`src/rtl/lcd_hd44780_model.sv`:
```
// Small ring-buffer FIFO used for the write-capture log.
// Latency: a push is visible at the head on the next cycle; a pop takes effect on the next edge.
// Backpressure: in_rdy drops when full unless the head is popped in the same cycle.
module lcd_fifo #(
    parameter int W     = 9,
    parameter int DEPTH = 16
) (
    input  logic         core_clk,
    input  logic         arst_n,
    input  logic         in_vld,
    input  logic [W-1:0] in_dat,
    output logic         in_rdy,
    output logic         out_vld,
    output logic [W-1:0] out_dat,
    input  logic         out_rdy
);
    localparam int AW = $clog2(DEPTH);

    logic [W-1:0]  mem [DEPTH];
    logic [AW-1:0] wr_ptr;
    logic [AW-1:0] rd_ptr;
    logic [AW:0]   count;
    logic          do_push;
    logic          do_pop;

    assign out_vld = (count != '0);
    assign in_rdy  = (count != (AW+1)'(DEPTH)) | out_rdy;
    assign out_dat = mem[rd_ptr];
    assign do_push = in_vld & in_rdy;
    assign do_pop  = out_vld & out_rdy;

    always_ff @(posedge core_clk or negedge arst_n) begin
        if (!arst_n) begin
            wr_ptr <= '0;
            rd_ptr <= '0;
            count  <= '0;
        end else begin
            if (do_push) wr_ptr <= wr_ptr + AW'(1);
            if (do_pop)  rd_ptr <= rd_ptr + AW'(1);
            case ({do_push, do_pop})
                2'b10:   count <= count + (AW+1)'(1);
                2'b01:   count <= count - (AW+1)'(1);
                default: count <= count;
            endcase
        end
    end

    // When full, wr_ptr == rd_ptr: a simultaneous push overwrites the slot being popped.
    always_ff @(posedge core_clk) begin
        if (do_push) mem[wr_ptr] <= in_dat;
    end
endmodule


```
`config.mk`:
```
export PLATFORM = sky130hd
export DESIGN_NAME = lcd_fifo
export DESIGN_NICKNAME = d
export VERILOG_FILES = /design/src/rtl/lcd_hd44780_model.sv
export SDC_FILE = /design/constraint.sdc
export NUM_CORES = 1
export LEC_CHECK = 0
export CAP_MARGIN = 20
export CORE_ASPECT_RATIO = 0.9
export CORE_UTILIZATION = 50
export CTS_CLUSTER_DIAMETER = 80
export DETAILED_ROUTE_END_ITERATION = 10
export PLACE_DENSITY_LB_ADDON = 0.1
export SLEW_MARGIN = 10
export SYNTH_ARGS = -nofsm -noshare
export SYNTH_HDL_FRONTEND = slang
export SYNTH_SLANG_ARGS = --single-unit
```
`constraint.sdc`:
```
create_clock -name core_clk -period 3.59 [get_ports core_clk]
set_input_delay 0.5385 -clock core_clk [delete_from_list [all_inputs] [get_ports core_clk]]
set_output_delay 0.5385 -clock core_clk [all_outputs]
set_load 0.02 [all_outputs]
```
==> impl_metrics.csv <==
group,metric,value,unit
cells_and_area,final_cells,579,
worst_setup_path,critPathRequiredTime,3.05,ns
drt,antenna_left,0,
worst_setup_path,reg2reg_depth,12,
timing,fin_ws,0.2364,ns
timing,finalSetupViolCount,0,
drt,drt_iter0_drc,326,
pwr,leakage,2.593,nW
pwr,p_seq_share,40.3,%
outcome,status,"finished, final reports clean",
timing,worst_pin_slew,0.9072,ns
clock_tree,clk_latency,0.42,ns
pwr,internal_power,4.191,mW
pwr,power.switching,1.944,mW
place,gp_congestion,0.7647,
clock_tree,htree_levels,4,
timing,fin_crit_sh,93.42,%
drt,vias,3287,
timing,fmax,298.2,MHz
pwr,combPwrFrac,32.8,%
clock_tree,cts_hold_buf,0,
clock_tree,cts_made_buffers,17,
timing,rsz0062_at_grt,"false",
synthesis,ys_ff_latch,157,
timing,final-max-slew-violation-count,0,
drt,wl_per_cell,22.04,um
timing,setup-tns-final,0,ns
clock_tree,clkSlewWorstSetupHoldPaths,0.06,ns
floorplanning,dieArea,0.01324,mm^2
worst_setup_path,crit_type,"register to primary output",
global_routing,track_usage,21.56,%
drt,viasPerCell,5.677,
synthesis,post_synth_inst_count,360,
hold_path,hold_start,"count[4]$_DFFE_PN0P_",
cells_and_area,syn2layout_area_growth,16.54,%
cells_and_area,final_util,60.74,%
timing,hold_viol_final,0,
synthesis,syn_nets,383,
pwr,powerDensity,823.4,mW/mm^2
pwr,p_sw_share,31.69,%
pwr,clkPwrFrac,26.9,%
synthesis,synth.avg_cell_area,17.76,um^2
global_routing,antenna_found_initial,0,
worst_setup_path,startpoint_type,"register",
worst_setup_path,crit_arrival,2.82,ns
timing,fin_worst_hold_slack,0.4905,ns
job,cap_violations,0,
clock_tree,cts-root-buf,"clkbuf_16",
synthesis,ys_types,35,
worst_setup_path,worst_setup_path_end_kind,"primary output",
floorplanning,die_y,109.3,um
worst_setup_path,rrSetupSlack,0.73,ns
synthesis,netlist_area,0.006394,mm^2
worst_setup_path,reg2reg_from,"count[0]$_DFFE_PN0P_",
drt,drt_pass1_iterations,5,
synthesis,yosysSeqAreaShare,72.72,%
cells_and_area,final_area,0.007451,mm^2
pwr,total_power,6.135,mW
pwr,ir_drop,0.4352,mV
cells_and_area,antenna_cells,0,
place,place_inst,546,
floorplanning,start_util,52.12,%
clock_tree,tritoncts,"yes",
clock_tree,cts_buffer_depth,2,
worst_setup_path,r2r-end,"count[4]$_DFFE_PN0P_",
drt,drc,0,
drt,wl,12.76,mm
cells_and_area,layout-drive-gt1-share,18.85,%
place,dp_hpwl,7.901,mm
synthesis,yosys_warnings,0,
clock_tree,cts.sinks,157,
worst_setup_path,path_max_fanout,13,
floorplanning,die_w,121.2,um
hold_path,hold-path-cell-count,1,
global_routing,grt_start_max_net_pins,27,
hold_path,hold_path_class,"register to register",
place,dpl_cell_area,0.006880,mm^2
timing,finClkSkew,0.01070,ns
place,pre_cts_ws,0.5078,ns
timing,max-slew-margin-rel,39.30,%
floorplanning,row_count,38,
global_routing,grt_pass1_vias,3372,
global_routing,grt_pass1_wl,19.65,mm
hold_path,min_to,"count[4]$_DFFE_PN0P_",
cells_and_area,nets,429,
timing,period_minus_slack,3.354,ns
floorplanning,io_pins,24,
place,port_buffers,23,
floorplanning,core,0.01227,mm^2
global_routing,grt_overflow,0,
-- metal layers --
metal  vias up  GRT usage [%]  wire [um]
met5         -              0          0
met4         0          6.085         67
met3         4          7.479        693
met2        93          31.88       5884
met1      1685          30.41       6114
li1       1505              -          -
-- logic make-up (layout without fill, tap and decap cells) --
| group | Yosys count | in the layout | synth area share (%) |
|---|---|---|---|
| multiplexers | 56 | 56 | 12.54 |
| buffers and inverters | 26 | 85 | 2.368 |
| AND/OR/NAND/NOR | 49 | 49 | 3.738 |
| flip-flops | 157 | 157 | 72.72 |
| XOR/XNOR | 10 | 10 | 1.370 |
| adder cells (fa/ha/maj) | 10 | 10 | 2.074 |
| AO/OA/AOI/OAI | 52 | 52 | 5.186 |
-- registers in the layout, summed over array words and instances, names as in the netlist --
signal	cells
count	5
rd_ptr	4
mem	144
wr_ptr	4
-- how the worst max path moves through the flow --
stage | from | end | slack (ns) | cells past startpoint
after floorplan | count[1]$_DFFE_PN0P_ | count[4]$_DFFE_PN0P_ | 0.72 | 13
after global placement | out_rdy | count[4]$_DFFE_PN0P_ | 0.53 | 12
after detailed placement | out_rdy | count[4]$_DFFE_PN0P_ | 0.51 | 12
after CTS | rd_ptr[0]$_DFFE_PN0P_ | out_dat[1] | 0.10 | 7
after global routing | rd_ptr[2]$_DFFE_PN0P_ | out_dat[1] | 0.07 | 5
final | rd_ptr[2]$_DFFE_PN0P_ | out_dat[1] | 0.24 | 5
-- synth_stat cells --
| cell type | count | area [um^2] |
|---|---|---|
| ha_1 | 9 | 112.6 |
| edfxtp_1 | 144 | 4324 |
| xor2_1 | 3 | 26.28 |
| a21o_1 | 1 | 7.510 |
| o21ai_1 | 1 | 5.000 |
| or3b_1 | 1 | 8.760 |
| mux2i_1 | 28 | 280.3 |
| nand2b_1 | 3 | 18.77 |
| buf_1 | 2 | 7.510 |
| o21ai_0 | 21 | 105.1 |
| buf_2 | 4 | 20.02 |
| xnor2_1 | 7 | 61.31 |
| nand3b_1 | 1 | 7.510 |
| a221oi_1 | 7 | 61.31 |
| buf_6 | 6 | 67.56 |
| fa_1 | 1 | 20.02 |
| a221oi_2 | 2 | 30.03 |
| mux2_4 | 1 | 15.01 |
| and2_1 | 3 | 18.77 |
| mux2_2 | 9 | 101.4 |
| nand2_4 | 1 | 11.26 |
| clkbuf_1 | 6 | 22.52 |
| nand2_1 | 18 | 67.56 |
| nor2_1 | 12 | 45.04 |
| mux4_2 | 18 | 405.4 |
| nor4_2 | 1 | 12.51 |
| nand3_1 | 2 | 10.01 |
| inv_1 | 7 | 26.28 |
| buf_4 | 1 | 7.510 |
| nor3_1 | 4 | 20.02 |
| a22oi_1 | 9 | 67.56 |
| a21oi_1 | 11 | 55.05 |
| nor2b_1 | 2 | 12.51 |
| nand4_1 | 1 | 6.260 |
| dfrtp_1 | 13 | 325.3 |
-- placed cells by master, fill, tap and decap left out, types with 2 or more instances in the layout --
cell type        count
mux2i_1             28
nand2b_1             3
mux4_2              18
edfxtp_1           144
a221oi_2             2
a221oi_1             7
xnor2_1              7
clkbuf_16           17
mux2_2               9
nor3_1               4
buf_4               21
and2_1               3
clkinv_1             6
clkinv_2             2
inv_1                7
dfrtp_1             12
a21oi_1             11
ha_1                 9
nor2_1              12
a22oi_1              9
xor2_1               3
bufinv_16            2
clkdlybuf4s50_1     23
nand2_1             18
nand3_1              2
clkbuf_1             4
o21ai_0             21
-- power groups by stage --
stage | registers, mW | clock network (mW) | logic, mW
floorplan | 2.35 | 0 | 1.46
global placement | 2.54 | 0 | 1.93
detailed placement | 2.54 | 0 | 1.95
CTS | 2.51 | 1.68 | 1.96
global route | 2.50 | 1.76 | 2.17
finish | 2.47 | 1.65 | 2.01
-- layout make-up --
class	count	area (um^2)
fill	930	4816
inverter	7	26.28
clock inverter	11	100.1
sequential	157	4653
multi-input combinational	177	1595
timing repair buffer	46	435.4
tap	160	200.2
clock buffer	21	440.4
-- critical path: stages, from the launching register on --
cell,delay (ns)
dfrtp_1,0.57
and2_1,0.47
a221oi_1,0.44
o21ai_0,0.18
nand2_1,0.13
clkdlybuf4s50_1,0.61
-- what timing repair did --
item                                    in CTS  in global routing
endpoints found under the setup margin       0                  2
endpoints found under the hold margin        0                  0
resized for setup                            0                  1
setup buffers                                0                  1
(Power assumes the default switching activity.)
